### src/rtl/arith_engine_pkg.sv
// Shared types for the arithmetic engine: op codes, mul FSM states and result metadata.
package arith_engine_pkg;

   typedef enum logic [1:0] {
      OP_ADD = 2'b00,
      OP_SUB = 2'b01,
      OP_MUL = 2'b10,
      OP_ILL = 2'b11
   } op_e;

   typedef enum logic [1:0] {
      IDLE = 2'b00,
      MUL  = 2'b01,
      DONE = 2'b10
   } state_e;

   // Width-independent part of a result entry; the data field is added by the
   // engine because its width follows the WIDTH parameter.
   typedef struct packed {
      op_e  op;
      logic err;
   } res_meta_t;

endpackage

### src/rtl/arith_engine_if.sv
// Operand/result handshake bundle between a driver (master) and the engine (slave).
interface arith_engine_if #(
   parameter int WIDTH = 4,
   parameter int DEPTH = 4
);
   logic                     in_valid;
   logic                     in_ready;
   logic [1:0]               in_op;
   logic [WIDTH-1:0]         in_a;
   logic [WIDTH-1:0]         in_b;
   logic                     out_valid;
   logic                     out_ready;
   logic [2*WIDTH-1:0]       out_data;
   logic [1:0]               out_op;
   logic                     out_err;
   logic                     busy;
   logic [$clog2(DEPTH):0]   count;

   modport master (
      output in_valid, in_op, in_a, in_b, out_ready,
      input  in_ready, out_valid, out_data, out_op, out_err, busy, count
   );

   modport slave (
      input  in_valid, in_op, in_a, in_b, out_ready,
      output in_ready, out_valid, out_data, out_op, out_err, busy, count
   );
endinterface

### src/rtl/arith_fifo.sv
// Synchronous result FIFO; head reads as zero while empty, pop on empty is ignored.
module arith_fifo #(
   parameter type T     = logic [7:0],
   parameter int  DEPTH = 4
) (
   input  logic                   clk,
   input  logic                   rst,
   input  logic                   push,
   input  T                       push_data,
   input  logic                   pop,
   output T                       head,
   output logic                   full,
   output logic                   empty,
   output logic [$clog2(DEPTH):0] count
);
   localparam int PW = $clog2(DEPTH);
   localparam int CW = PW + 1;

   T              mem [DEPTH];
   logic [PW-1:0] wr_ptr;
   logic [PW-1:0] rd_ptr;
   logic          do_push;
   logic          do_pop;

   assign full    = (count == CW'(DEPTH));
   assign empty   = (count == '0);
   assign do_push = push && !full;
   assign do_pop  = pop && !empty;
   assign head    = empty ? T'('0) : mem[rd_ptr];

   always_ff @(posedge clk) begin
      if (do_push) begin
         mem[wr_ptr] <= push_data;
      end
   end

   // Pointers are exactly log2(DEPTH) bits, so they wrap modulo DEPTH for free.
   always_ff @(posedge clk) begin
      if (rst) begin
         wr_ptr <= '0;
         rd_ptr <= '0;
         count  <= '0;
      end else begin
         if (do_push) wr_ptr <= wr_ptr + PW'(1);
         if (do_pop)  rd_ptr <= rd_ptr + PW'(1);
         case ({do_push, do_pop})
            2'b10:   count <= count + CW'(1);
            2'b01:   count <= count - CW'(1);
            default: count <= count;
         endcase
      end
   end
endmodule

### src/rtl/arith_engine.sv
// Add/sub/mul engine: single-cycle add/sub, iterative shift-add multiply, FIFO-buffered results.
//   state | meaning
//   IDLE  | accepting requests; add/sub/illegal push straight into the FIFO
//   MUL   | one shift-add step per cycle over bits of b, WIDTH cycles
//   DONE  | push accumulated product, return to IDLE
module arith_engine
   import arith_engine_pkg::*;
#(
   parameter int WIDTH = 4,
   parameter int DEPTH = 4
) (
   input logic               clk,
   input logic               rst,
   arith_engine_if.slave     bus
);
   localparam int CNT_W = $clog2(WIDTH);
   localparam int CW    = $clog2(DEPTH) + 1;
   localparam logic [CNT_W-1:0] CNT_LAST = CNT_W'(WIDTH - 1);

   typedef struct packed {
      logic [2*WIDTH-1:0] data;
      res_meta_t          meta;
   } result_t;

   state_e             state, state_nxt;
   logic [WIDTH-1:0]   mul_a, mul_a_nxt;
   logic [WIDTH-1:0]   mul_b, mul_b_nxt;
   logic [2*WIDTH-1:0] acc, acc_nxt;
   logic [CNT_W-1:0]   cnt, cnt_nxt;

   op_e                op_in;
   logic               accept;
   logic [WIDTH:0]     sum;
   logic [WIDTH:0]     diff;
   logic               push;
   result_t            push_entry;
   result_t            head;
   logic               fifo_full;
   logic               fifo_empty;
   logic [CW-1:0]      fifo_count;

   assign op_in  = op_e'(bus.in_op);
   assign sum    = {1'b0, bus.in_a} + {1'b0, bus.in_b};
   assign diff   = {1'b0, bus.in_a} - {1'b0, bus.in_b};

   assign bus.in_ready = (state == IDLE) && (fifo_count < CW'(DEPTH)) && !rst;
   assign accept       = bus.in_valid && bus.in_ready;

   always_comb begin
      state_nxt  = state;
      mul_a_nxt  = mul_a;
      mul_b_nxt  = mul_b;
      acc_nxt    = acc;
      cnt_nxt    = cnt;
      push       = 1'b0;
      push_entry = '0;
      case (state)
         IDLE: begin
            if (accept) begin
               push_entry.meta.op = op_in;
               case (op_in)
                  OP_ADD: begin
                     push            = 1'b1;
                     push_entry.data = {{(WIDTH-1){1'b0}}, sum};
                  end
                  OP_SUB: begin
                     push            = 1'b1;
                     push_entry.data = {{(WIDTH-1){1'b0}}, diff};
                  end
                  OP_MUL: begin
                     mul_a_nxt = bus.in_a;
                     mul_b_nxt = bus.in_b;
                     acc_nxt   = '0;
                     cnt_nxt   = '0;
                     state_nxt = MUL;
                  end
                  default: begin
                     push                = 1'b1;
                     push_entry.meta.err = 1'b1;
                  end
               endcase
            end
         end
         MUL: begin
            if (mul_b[cnt]) begin
               acc_nxt = acc + ({{WIDTH{1'b0}}, mul_a} << cnt);
            end
            cnt_nxt = cnt + CNT_W'(1);
            if (cnt == CNT_LAST) begin
               state_nxt = DONE;
            end
         end
         DONE: begin
            // A slot is always free here: mul needs count<DEPTH and blocks further accepts.
            push               = 1'b1;
            push_entry.data    = acc;
            push_entry.meta.op = OP_MUL;
            state_nxt          = IDLE;
         end
         default: state_nxt = IDLE;
      endcase
   end

   always_ff @(posedge clk) begin
      if (rst) begin
         state <= IDLE;
         mul_a <= '0;
         mul_b <= '0;
         acc   <= '0;
         cnt   <= '0;
      end else begin
         state <= state_nxt;
         mul_a <= mul_a_nxt;
         mul_b <= mul_b_nxt;
         acc   <= acc_nxt;
         cnt   <= cnt_nxt;
      end
   end

   arith_fifo #(
      .T     (result_t),
      .DEPTH (DEPTH)
   ) u_fifo (
      .clk       (clk),
      .rst       (rst),
      .push      (push),
      .push_data (push_entry),
      .pop       (bus.out_ready),
      .head      (head),
      .full      (fifo_full),
      .empty     (fifo_empty),
      .count     (fifo_count)
   );

   assign bus.out_valid = !fifo_empty;
   assign bus.out_data  = head.data;
   assign bus.out_op    = head.meta.op;
   assign bus.out_err   = head.meta.err;
   assign bus.busy      = (state != IDLE);
   assign bus.count     = fifo_count;

   logic unused_full;
   assign unused_full = fifo_full;
endmodule

### src/flat_wrapper.sv
// flat-port wrapper written by rule: the top's interface ports become plain ports
module arith_engine_flat import arith_engine_pkg::*;
#(
   parameter int WIDTH = 4,
   parameter int DEPTH = 4
)
  (clk, rst, bus_in_valid, bus_in_op, bus_in_a, bus_in_b, bus_out_ready, bus_in_ready, bus_out_valid, bus_out_data, bus_out_op, bus_out_err, bus_busy, bus_count);
  arith_engine_if #(.WIDTH(WIDTH), .DEPTH(DEPTH)) bus_i ();
  input logic clk;
  input logic rst;
  input wire logic [$bits(bus_i.in_valid)-1:0] bus_in_valid;
  input wire logic [$bits(bus_i.in_op)-1:0] bus_in_op;
  input wire logic [$bits(bus_i.in_a)-1:0] bus_in_a;
  input wire logic [$bits(bus_i.in_b)-1:0] bus_in_b;
  input wire logic [$bits(bus_i.out_ready)-1:0] bus_out_ready;
  output wire logic [$bits(bus_i.in_ready)-1:0] bus_in_ready;
  output wire logic [$bits(bus_i.out_valid)-1:0] bus_out_valid;
  output wire logic [$bits(bus_i.out_data)-1:0] bus_out_data;
  output wire logic [$bits(bus_i.out_op)-1:0] bus_out_op;
  output wire logic [$bits(bus_i.out_err)-1:0] bus_out_err;
  output wire logic [$bits(bus_i.busy)-1:0] bus_busy;
  output wire logic [$bits(bus_i.count)-1:0] bus_count;
  assign bus_i.in_valid = bus_in_valid;
  assign bus_i.in_op = bus_in_op;
  assign bus_i.in_a = bus_in_a;
  assign bus_i.in_b = bus_in_b;
  assign bus_i.out_ready = bus_out_ready;
  assign bus_in_ready = bus_i.in_ready;
  assign bus_out_valid = bus_i.out_valid;
  assign bus_out_data = bus_i.out_data;
  assign bus_out_op = bus_i.out_op;
  assign bus_out_err = bus_i.out_err;
  assign bus_busy = bus_i.busy;
  assign bus_count = bus_i.count;
  arith_engine #(.WIDTH(WIDTH), .DEPTH(DEPTH)) u_core (.clk(clk), .rst(rst), .bus(bus_i));
endmodule
### config.mk
export PLATFORM = sky130hd
export DESIGN_NAME = arith_engine_flat
export DESIGN_NICKNAME = d
export VERILOG_FILES = /design/src/rtl/arith_engine_pkg.sv /design/src/rtl/arith_engine_if.sv /design/src/rtl/arith_fifo.sv /design/src/rtl/arith_engine.sv /design/src/flat_wrapper.sv
export SDC_FILE = /design/constraint.sdc
export NUM_CORES = 1
export LEC_CHECK = 0
export BUFFER_PORTS_ARGS = -buffer_cell sky130_fd_sc_hd__buf_2
export CAP_MARGIN = 5
export CORE_UTILIZATION = 55
export DETAILED_ROUTE_END_ITERATION = 10
export MAX_ROUTING_LAYER = met4
export PLACE_DENSITY = 0.74
export SLEW_MARGIN = 10
export SYNTH_ARGS = -nofsm -noshare
export SYNTH_HDL_FRONTEND = slang
export SYNTH_HIERARCHICAL = 1
export SYNTH_SLANG_ARGS = --single-unit
### constraint.sdc
create_clock -name clk -period 5.12 [get_ports clk]
set_input_delay 0 -clock clk [delete_from_list [all_inputs] [get_ports clk]]
set_output_delay 0 -clock clk [all_outputs]
set_load 0.03 [all_outputs]
# After elaboration in Yosys (flattened, before gate mapping)
# Memories as Yosys holds them, arrays and structs flattened. A register that Yosys moved wholly into a read port is not among the register bits.
# Index checks and enable logic that the tools add are counted.
# op_classes
n_eq_ne,12
muxes,27
magnitude_cmp,2
n_reduce_logical,19
n_shift,1
addsub,8
# ops
operator,count
$mux 8,3
$mux 11,2
$pmux 10 s2,1
$pmux 8 s2,1
$mux 2,7
$pmux 5 s2,1
$reduce_and 3->1,3
$add 8x8->8,1
$eq 2x2->1 const B,4
$pmux 2 s2,2
$shl 4x2->8,1
$mux 1,7
$add 2x1->2 const B,3
$eq 2x1->1 const B,3
$ne 2x1->1 const B,3
$pmux 3 s2,1
$reduce_bool 2->1,3
$add 4x4->5,1
$logic_and 1x1->1,5
$sub 4x4->5,1
$logic_not 2->1,2
$reduce_and 4->1,1
$add 3x1->3 const B,1
$eq 3x3->1 const B,1
9 further kinds,11
# totals
mem_count,1
word_cells,78
output_inout_bits,17
ramBits,44
input_bits,14
register_bits,27
# memory_table
name,words,width,read_ports,rd_ports_with_merged_regs,wr,line,rtl
u_core.u_fifo.mem,4,11,1,1,1,arith_fifo.sv:19,T mem [DEPTH];

# Longest topological paths before layout
# Gate-level depths: netlist of the first run.
# depth
depth_word,9
mapped_depth,12
depth_no_buf,12

# Cells and area by module
# The synthesis of the first run kept the hierarchy.
# by_module_without_submodules
module,cells_each,instances,area_per_inst_um2
arith_fifo,123,1,2220.9
arith_engine,183,1,1531.5

# Worst setup path after synthesis of the first run
# No wires, ideal clock.
# synth_timing
path_type,register to register
startpoint,register u_core.u_fifo.count[2]
endpoint,register u_core.u_fifo.count[2]
path_slack_ps,2531
n_path_buf,0
setup_ps,70
synth_period_minus_slack_ps,2589
required_ps,5050
stages_incl_launch_ff,13
arrival_ps,2519
cell_sequence,dfxtp_1 -> nor4_4 -> nand2_1 -> o21bai_1 -> inv_1 -> nor2_2 -> inv_1 -> ha_1 -> inv_1 -> fa_1 -> xor2_1 -> or3_1 -> a21oi_1
# synth_via
elab_chain_cells,9
# synth_rtl
item,line,rtl
from (decl),arith_fifo.sv:14,output logic [$clog2(DEPTH):0] count
from (signal assigned),arith_fifo.sv:47,2'b10: count <= count + CW'(1);
from (signal assigned),arith_fifo.sv:48,2'b01: count <= count - CW'(1);
from (signal assigned),arith_fifo.sv:49,default: count <= count;
$lt 3x3->1 (*),arith_engine.sv:46,assign bus.in_ready = (state == IDLE) && (fifo_count < CW'(DEPTH)) && !rst;
$logic_and 1x1->1 (*) (2 in a row),arith_engine.sv:46,
named net bus_in_ready,flat_wrapper.sv:16,output wire logic [$bits(bus_i.in_ready)-1:0] bus_in_ready;
$logic_and 1x1->1 (*),arith_engine.sv:47,assign accept = bus.in_valid && bus.in_ready;
$mux 1 (*),arith_engine.sv:59,if (accept) begin
$pmux 1 s2 (*),arith_engine.sv:57,case (state)
named net u_core.push,arith_engine.sv:35,logic push;
$logic_and 1x1->1 (*),arith_fifo.sv:27,assign do_push = push && !full;
$eq 2x1->1 / $eq 2x2->1 (equally long branches),arith_fifo.sv:46,"case ({do_push, do_pop})"
$pmux 3 s2 / $reduce_bool 2->1 (equally long branches),--,
# The timed path passes the listed nets; every way through them passes the cells marked *.
# A chain may end at the register's enable or synchronous reset.

# Worst setup path after layout of the first run
# layout_timing
startpoint,register u_core.state[1]
endpoint,register u_core.u_fifo.count[2]
# layout_via
elab_chain_cells,9
# layout_rtl
item,line,rtl
from (decl),arith_engine.sv:25,"state_e state, state_nxt;"
from (signal assigned),arith_engine.sv:112,state <= state_nxt;
$logic_not 2->1,"arith_engine.sv:46, arith_engine.sv:57",
$logic_and 1x1->1 (2 in a row),arith_engine.sv:46,
$logic_and 1x1->1,arith_engine.sv:47,
$mux 1,arith_engine.sv:59,
$pmux 1 s2 (*),arith_engine.sv:57,
named net u_core.push,arith_engine.sv:35,
$logic_and 1x1->1 (*),arith_fifo.sv:27,
$eq 2x1->1 / $eq 2x2->1 (equally long branches),arith_fifo.sv:46,
$pmux 3 s2 / $reduce_bool 2->1 (equally long branches),--,
# Marked as above.

==> results of run 1 <==
## flip-flops by register name, indices dropped and copies added, names as in the netlist, named ones only
| name | flops |
|---|---|
| u_core/u_fifo/wr_ptr | 2 |
| u_core/cnt | 2 |
| u_core/acc | 8 |
| u_core/mul_a | 4 |
| u_core/u_fifo/rd_ptr | 2 |
| u_core/state | 2 |
| u_core/u_fifo/count | 3 |
| u_core/u_fifo/mem | 44 |
| u_core/mul_b | 4 |
## what timing repair did
action | CTS | global route
hold buffers | 8 | 0
endpoints found under the hold margin | 8 | 0
setup endpoints to repair | 0 | 0
## critical path, stage by stage (launching register included)
cell      delay (ps)
dfxtp_1          440
nor2b_1          500
o21bai_1         190
inv_1             90
nor2_2           220
inv_1             70
ha_1             220
inv_1             70
fa_1             170
xor2_1            70
or3_1            310
a21oi_1          140
## through the flow
step,total power (W),cells
2_1_floorplan,0.00108,306
3_3_place_gp,0.00117,402
6_report,0.00170,426
3_5_place_dp,0.00117,402
4_1_cts,0.00172,426
5_1_grt,0.00179,426
## worst min path at each step
stage	end	slack, ps	cells past startpoint
after CTS	u_core/u_fifo/rd_ptr[0]$_SDFFE_PP0P_	40	4
after floorplan	bus_in_ready	50	1
after detailed placement	u_core/mul_a[0]$_SDFFE_PP0P_	280	3
after global placement	u_core/mul_a[0]$_SDFFE_PP0P_	270	3
final	u_core/u_fifo/rd_ptr[0]$_SDFFE_PP0P_	50	4
after global routing	u_core/u_fifo/rd_ptr[0]$_SDFFE_PP0P_	60	4
## routing by layer
| layer | up-vias | part of all wire (%) | GRT usage, % |
|---|---|---|---|
| li1 | 1182 | - | - |
| met1 | 1137 | 43 | 27.5 |
| met2 | 55 | 51 | 36.0 |
| met3 | 12 | 4.3 | 4.52 |
| met4 | 0 | 1.8 | 9.09 |
| met5 | - | 0 | - |
## cells by family after synthesis
group           share of synthesized area, %
mux                                     11.6
xor+xnor                                2.57
simple gates                            15.4
compound gates                          8.84
fa+ha+maj                               7.60
buf+inv                                 3.30
flops                                   50.7
## layout make-up
cell class / count / area, µm² / area share [%]
Clock buffer: 10 / 128 / 2.99
Multi-Input combinational cell: 205 / 1730 / 40.6
Clock inverter: 6 / 115 / 2.70
Sequential cell: 73 / 1900 / 44.6
Tap cell: 77 / 96.3 / 2.26
Inverter: 17 / 63.8 / 1.50
Timing Repair Buffer: 38 / 230 / 5.39
## layout by cell type, fill, tap and decap left out, types with 5 or more instances in the layout
master         Yosys  layout
dlygate4sd3_1      0       8
ha_1              18      18
nand2_1           13      13
xor2_1             5       5
xnor2_1            6       6
inv_1             17      17
nor2b_4            9       9
dfxtp_1           29      29
nor2_1            32      32
or3_1              5       5
buf_2              3      30
a21oi_1           14      14
and2_1             7       7
mux4_2            10      10
clkbuf_8           0       9
edfxtp_1          44      44
mux2i_1           15      15
o21ai_0            6       6
nor2b_1            7       7
o21ai_1            6       6
a21o_1             6       6
## power groups by stage
stage	registers, W	clock network, W	logic (W)
global route	0.000709	0.000577	0.000501
CTS	0.000702	0.000549	0.000466
finish	0.000700	0.000539	0.000462
detailed placement	0.000715	0	0.000459
global placement	0.000713	0	0.000453
floorplan	0.000699	0	0.000380
==> results.cfg, run 1 <==
[cells_and_area]
antenna_cells = 0
finish.utilization_pct = 66.1
final_cell_area_um2 = 4270
nFillCells = 511
area_delta_synth_final_pct = 13.7
layout-drive-gt1-share_pct = 20.9
nets = 379

[placed_design]
gp_congestion = 0.891
io_buffers = 30
dpl_cell_area_um2 = 3950
dp.final_hpwl_mm = 4.80
pre_cts_ws_ps = 2570

[worst_setup_path]
reg2reg_depth = 11
rrSetupSlack_ps = 2560
worstPathArrival_ps = 2830
reg2reg_from = u_core/state[1]$_SDFFE_PP0P_
r2r_end = u_core/u_fifo/count[2]$_SDFFE_PP0P_
critPathLaunchType = register
worstPathMaxFanout = 9
crit_required_ps = 5390
cp-end-kind = register
startpoint = u_core/state[1]$_SDFFE_PP0P_
endpoint = u_core/u_fifo/count[2]$_SDFFE_PP0P_
critical_path_class = register to register

[routing]
vias = 2386
ant_nets = 0
via_per_inst = 5.60
routed_wl_mm = 6.97
first_pass_iters = 7
drt_iter0_drc = 92
wire_per_inst_um = 16.4
drc = 0

[synthesis]
syn-cell-area_um2 = 3750
synth-seq-cells = 73
synth_flop_cell = edfxtp_1
yosys.area.top_type = edfxtp_1
yosys-top-cells-area = edfxtp_1 (35%), dfxtp_1 (15%), ha_1 (6.0%)
syn_inst = 306
synth_most_common_cell = edfxtp_1
synth_edf_count = 44
syn-num-nets = 341
synth_top_area_share_pct = 35.2
synth.avg_cell_area_um2 = 12.3
yosysUniqueCellTypes = 49
yosysWarnings = 6
seq_area_frac_synth_pct = 50.7
synthArstFlopShare_pct = 0
ys_top_cells_by_count = edfxtp_1 (44), nor2_1 (32), dfxtp_1 (29)

[power_and_ir_drop]
internal_power_w = 0.00117
p_seq_share_pct = 41.1
power.density_nw_per_um2 = 399
max-vdd-ir-drop_mv = 0.241
clockPowerShare_pct = 31.7
sw_frac_of_total_pct = 31.3
combinationalPowerShare_pct = 27.2
p_leak_nw = 1.69
p_sw_w = 0.000532

[floorplanning]
fp.coreArea_um2 = 6460
die_h_um = 84.6
fp.dieArea_um2 = 7160
pin_count = 31
initial_core_util_pct = 58.1
rows = 29
die-width_um = 84.6

[timing]
fin_tns_setup_ps = 0
period_share_pct = 50.1
finalMaxSlewViolations = 0
fin_hold_ws_ps = 53.1
rsz0062_at_grt = no
timing.final.ws_setup_ps = 2560
fin_skew_ps = 9.09
slew_headroom_pct = 27.3
hold_viol_final = 0
finalCriticalPeriod_ps = 2560
setup_viol = 0
worst_pin_slew_ps = 1090
fmax_mhz = 390

[clock_network]
clock-root-buffer = clkbuf_8
clk_latency_ps = 340
cts_tree = yes
cts.repair.resized = 0
post_cts_buffers = 0
cts.clk_slew.worst_paths_ps = 80
cts_made_buffers = 9
h-tree-depth = 3
cts_buffer_depth = 2
clock_sinks = 73

[grt]
grt_start_max_net_pins = 30
grt_pass1_vias = 2343
grt_pass1_wl_mm = 11.6
antenna_found_initial = 0
grt.overflow.total = 0
grtUsageTotal_pct = 22.3

[hold_path]
hold_class = input port to register
hold_start = bus_out_ready

[job]
drv_cap = 0

[run_status]
status = finished, final reports clean
(Power assumes the default switching activity.)
==> run 2, diff against run 1 <==
==> constraint.sdc (replaced) <==
create_clock -name clk -period 2.5 [get_ports clk]
set_input_delay 0 -clock clk [delete_from_list [all_inputs] [get_ports clk]]
set_output_delay 0 -clock clk [all_outputs]
set_load 0.03 [all_outputs]
==> run 2 against run 1 <==
Compared with the run above: utilization up 1.2 points; worst hold slack got worse by 9.2 ps; final area is 1.8% higher; global-route usage grew 0.33 points; via count grew 3.3%; clock-buffer cell count increased by 1; sequential power increased by 100%; die area is the same; sequential share of layout area decreased by 0.70 points; routed wire length is 1.3% higher; critical path type unchanged; critical endpoint unchanged; largest power group unchanged.
==> results.cfg, run 2 (synthesized netlist as in run 1, its figures left out) <==
[clock_network]
cts.clk_slew.worst_paths_ps = 80
cts_made_buffers = 9
clock_sinks = 73
clock-root-buffer = clkbuf_8
clk_latency_ps = 340
cts_buffer_depth = 2
cts_tree = yes
h-tree-depth = 3
post_cts_buffers = 0

[worst_setup_path]
critPathMostFrequentCell = inv_1
cp-end-kind = register
critical_path_class = register to register
critPathLaunchType = register
worstPathArrival_ps = 2570
cp_slowest_cell = dfxtp_2
slowest_delay_ps = 390
cp_num_buf_inv = 3
worstPathMaxFanout = 8
crit_family = simple AND/OR/NAND/NOR gates
path_cells = nor4_4, nand2_1, o21bai_1, inv_1, nor2_4, inv_1, ha_1, inv_1, fa_1, xor2_1, or3_1, a21oi_1
crit_required_ps = 2770

[cells_and_area]
nets = 392
largest-register = u_core/u_fifo/mem
instances_no_fill = 439
final_cell_mix = edfxtp_1 (44), nor2_1 (32), buf_2 (30)
largest_reg_flops = 44
reg_top3 = u_core/u_fifo/mem: 44 flops, u_core/acc: 8 flops
antenna_cells = 0
area_delta_synth_final_pct = 15.8
final_common_cell = edfxtp_1
layout-drive-gt1-share_pct = 24.3
final_cell_area_um2 = 4340

[timing]
slew_headroom_pct = 65.7
worst_pin_slew_ps = 513
fin_tns_setup_ps = 0
finalMaxSlewViolations = 0
finalCriticalPeriod_ps = 2300
setup_viol = 0
fin_skew_ps = 15.6
period_share_pct = 92.1
hold_viol_final = 0
fmax_mhz = 434
rsz0062_at_grt = no

[grt]
grtUsageTotal_pct = 22.6
antenna_found_initial = 0
grt_pass1_vias = 2496
grt_start_max_net_pins = 29
grt.overflow.total = 0
grt_pass1_wl_mm = 11.9

[routing]
via_per_inst = 5.62
drc = 0
ant_nets = 0
vias = 2465
first_pass_iters = 6
routed_wl_mm = 7.06
wire_per_inst_um = 16.1
drt_iter0_drc = 110

[placed_design]
io_buffers = 30
dp.final_hpwl_mm = 5.00
gp_congestion = 0.885
placed_cells = 415
dpl_cell_area_um2 = 4050

[floorplanning]
die-width_um = 84.6
fp.dieArea_um2 = 7160
pin_count = 31
initial_core_util_pct = 58.1
rows = 29
die_h_um = 84.6
fp.coreArea_um2 = 6460

[power_and_ir_drop]
power.density_nw_per_um2 = 787
p_leak_nw = 1.73
max-vdd-ir-drop_mv = 0.504

[run_status]
status = finished, final reports clean

[job]
drv_cap = 0

[hold_path]
hold_class = input port to register
[run 2: worst paths after layout]
kind,from,end,slack (ps),cells after the start
worst max-delay path,u_core/state[0]$_SDFFE_PP0P_,u_core/u_fifo/count[2]$_SDFFE_PP0P_,200,12
worst min-delay path,bus_out_ready,u_core/u_fifo/rd_ptr[0]$_SDFFE_PP0P_,40,4
worst max register to register,u_core/state[0]$_SDFFE_PP0P_,u_core/u_fifo/count[2]$_SDFFE_PP0P_,200,12
worst min register to register,u_core/acc[7]$_SDFFE_PP0P_,u_core/acc[7]$_SDFFE_PP0P_,500,2
[run 2: timing repair]
action,4_1_cts,5_1_grt
gates resized for setup,0,2
endpoints found under the hold margin,8,0
endpoints found under the setup margin,0,2
hold buffers,8,0
[run 2: worst min-delay path, delay by kind of cell]
| kind | cells | cell delay (ps) |
|---|---|---|
| xor+xnor | 1 | 90 |
| compound gates | 1 | 80 |
| simple gates | 1 | 70 |
| buf+inv | 1 | 110 |
[run 2: through the flow]
step           hold slack [ps]  total power [W]  utilization (%)  setup slack, ps
2_1_floorplan             55.3          0.00221                -             13.7
3_3_place_gp               262          0.00243             62.7              245
3_5_place_dp               271          0.00246             62.7              193
4_1_cts                   31.7          0.00344             67.2              134
5_1_grt                   62.6          0.00359             67.3             8.88
6_report                  43.9          0.00342             67.3              198
[run 2: layer usage]
metal	global-route usage [%]	vias to the layer above	part of all wire [%]	wire (µm)
li1	-	1207	-	-
met1	26.8	1196	44	3120
met2	36.7	49	50	3530
met3	4.23	13	3.9	272
met4	11.9	0	2.0	142
met5	-	-	0	0
[run 2: where the power goes]
group	leakage, nW	total, W	internal, W	switching, W
Sequential	0.650	0.00141	0.00133	0.0000811
Clock	0.104	0.000988	0.000563	0.000425
Combinational	0.980	0.00102	0.000425	0.000592
Total	1.73	0.00342	0.00232	0.00110
[run 2: layout make-up]
cell class              count  area, µm²
inverters                  17       63.8
clock inverters             5       81.3
well taps                  77       96.3
fillers                   484       2110
repair buffers             51        328
flip-flops and latches     73       1910
multi-input cells         205       1740
clock buffers              11        131
==> run 3, diff against run 2 <==
--- a/config.mk
+++ b/config.mk
@@ -6,13 +6,16 @@
 export NUM_CORES = 1
 export LEC_CHECK = 0
 export BUFFER_PORTS_ARGS = -buffer_cell sky130_fd_sc_hd__buf_2
-export CAP_MARGIN = 5
-export CORE_UTILIZATION = 55
+export CAP_MARGIN = 20
+export CELL_PAD_IN_SITES_DETAIL_PLACEMENT = 1
+export CELL_PAD_IN_SITES_GLOBAL_PLACEMENT = 1
+export CORE_UTILIZATION = 49
 export DETAILED_ROUTE_END_ITERATION = 10
 export MAX_ROUTING_LAYER = met4
-export PLACE_DENSITY = 0.74
+export PLACE_DENSITY_LB_ADDON = 0.1
 export SLEW_MARGIN = 10
 export SYNTH_ARGS = -nofsm -noshare
 export SYNTH_HDL_FRONTEND = slang
 export SYNTH_HIERARCHICAL = 1
 export SYNTH_SLANG_ARGS = --single-unit
+export TNS_END_PERCENT = 20
==> run 3 against run 2 <==
Compared with the run above: maximum frequency fell by 2.7%; via count rose by 2.4%; critical path type unchanged; die area is 12% higher; clock skew decreased by 6.6 ps; flip-flop and latch count unchanged.
==> results.cfg, run 3 (synthesized netlist as in run 1, its figures left out) <==
[floorplanning]
die-width_um = 89.5
rows = 31
initial_core_util_pct = 51.2
pin_count = 31
fp.coreArea_um2 = 7330
fp.dieArea_um2 = 8010
die_h_um = 89.5

[cells_and_area]
nFillCells = 766
largest-register = u_core/u_fifo/mem
nets = 393
regArea_um2 = 1910
final_cell_mix = edfxtp_1 (44), nor2_1 (32), buf_2 (30)
instances_no_fill = 462
final_common_cell = edfxtp_1
multi_input_area_um2 = 1740
layout-drive-gt1-share_pct = 25.1
finish.utilization_pct = 59.8
area_delta_synth_final_pct = 16.9
antenna_cells = 0
reg_top3 = u_core/u_fifo/mem: 44 flops, u_core/acc: 8 flops
largest_reg_flops = 44

[grt]
grtUsageTotal_pct = 24.0
grt_pass1_vias = 2664
grt.overflow.total = 0
grt_pass1_wl_mm = 13.5
grt_start_max_net_pins = 29
antenna_found_initial = 0

[clock_network]
cts_tree = yes
clk_latency_ps = 340
cts_buffer_depth = 2
h-tree-depth = 3
cts_made_buffers = 9
cts.clk_slew.worst_paths_ps = 80
clock_sinks = 73
clock-root-buffer = clkbuf_8

[power_and_ir_drop]
max-vdd-ir-drop_mv = 0.393
total_power_w = 0.00351
power.density_nw_per_um2 = 800
p_leak_nw = 1.74

[timing]
hold_viol_final = 0
slew_headroom_pct = 63.6
finalCriticalPeriod_ps = 2370
setup_viol = 0
period_share_pct = 94.7
fin_skew_ps = 8.97
timing.final.ws_setup_ps = 134
worst_pin_slew_ps = 546
fin_hold_ws_ps = 10.4
finalMaxSlewViolations = 0
fmax_mhz = 423

[placed_design]
gp_congestion = 0.829
pre_cts_ws_ps = 22.0
io_buffers = 30
placed_cells = 438
dp.final_hpwl_mm = 6.25

[worst_setup_path]
worstPathArrival_ps = 2640
crit_required_ps = 2770
rrSetupSlack_ps = 130
path_cells = nor4_4, nand2_1, o21bai_1, inv_1, nor2_4, inv_1, ha_1, inv_1, fa_1, xor2_1, or3_1, a21oi_1
endpoint = u_core/u_fifo/count[2]$_SDFFE_PP0P_
slowest_delay_ps = 390
startpoint = u_core/state[0]$_SDFFE_PP0P_
cp-end-kind = register
r2r_end = u_core/u_fifo/count[2]$_SDFFE_PP0P_
critPathLaunchType = register
critPathMostFrequentCell = inv_1
reg2reg_depth = 12
critical_path_class = register to register
worstPathMaxFanout = 8
cp_slowest_cell = dfxtp_2
reg2reg_from = u_core/state[0]$_SDFFE_PP0P_

[routing]
routed_wl_mm = 8.71
wire_per_inst_um = 18.8
first_pass_iters = 4
via_per_inst = 5.46
drc = 0
drt_iter0_drc = 141
ant_nets = 0
vias = 2523

[hold_path]
hold_depth = 3
hold_class = input port to register

[job]
drv_cap = 0

[run_status]
status = finished, final reports clean
[run 3: cell types whose count changed in the layout (fill, tap and decap cells not counted)]
cell	previous run	this run
inv_4	0	1
inv_6	0	2
nor3b_2	1	0
clkinvlp_4	1	0
clkbuf_1	2	1
dlygate4sd3_1	8	7
buf_4	13	15
nor3b_4	0	1
clkinv_4	1	0
[run 3: area by class of cell]
type                            instances  share of cell area (%)
Clock buffer                           10                    2.91
Clock inverter                          6                    2.03
Inverter                               17                    1.45
Multi-Input combinational cell        205                    39.8
Sequential cell                        73                    43.4
Tap cell                               99                    2.82
Timing Repair Buffer                   52                    7.59
[run 3: where the power goes]
group	total (W)	switching (W)	internal [W]
combinational	0.00106	0.000623	0.000433
sequential	0.00142	0.0000909	0.00133
clock	0.00103	0.000460	0.000569
[run 3: metal layers]
layer  track usage, %  share of wire, %  wire [µm]  up-vias
li1                 -                 -          -     1212
met1             27.7                43       3760     1258
met2             42.9                54       4690       43
met3             3.05               1.7        148       10
met4             8.66               1.3        112        0
met5                -                 0          0        -
[run 3: worst min path at each step]
stage	from	slack [ps]	end
global placement	bus_in_a[0]	270	u_core/mul_a[0]$_SDFFE_PP0P_
global route	bus_in_b[0]	4	u_core/mul_b[0]$_SDFFE_PP0P_
detailed placement	bus_in_a[0]	290	u_core/mul_a[0]$_SDFFE_PP0P_
finish	bus_in_b[0]	10	u_core/mul_b[0]$_SDFFE_PP0P_
CTS	bus_in_b[0]	20	u_core/mul_b[0]$_SDFFE_PP0P_
floorplan	rst	60	bus_in_ready
[run 3: timing repair]
| item | CTS | global route |
|---|---|---|
| endpoints found under the setup margin | 0 | 3 |
| hold endpoints to repair | 7 | 0 |
| setup buffers | 0 | 1 |
| hold buffers | 7 | 0 |
| resized for setup | 0 | 3 |
[run 3: critical path: cells and delay by family (launching register included)]
family,cells,cell delay [ps]
buffers and inverters,3,230
xor gates and xnor gates,1,80
DFF,1,390
adders and majority gates,2,410
AOI/OAI and AO/OA,2,340
and+or+nand+nor,4,840
[run 3: per-stage QoR]
stage | TNS (ps) | cell area [µm²]
2_1_floorplan | 0 | 3760
3_3_place_gp | 0 | 4080
3_5_place_dp | 0 | 4080
4_1_cts | 0 | 4370
5_1_grt | -15.3 | 4390
6_report | 0 | 4390
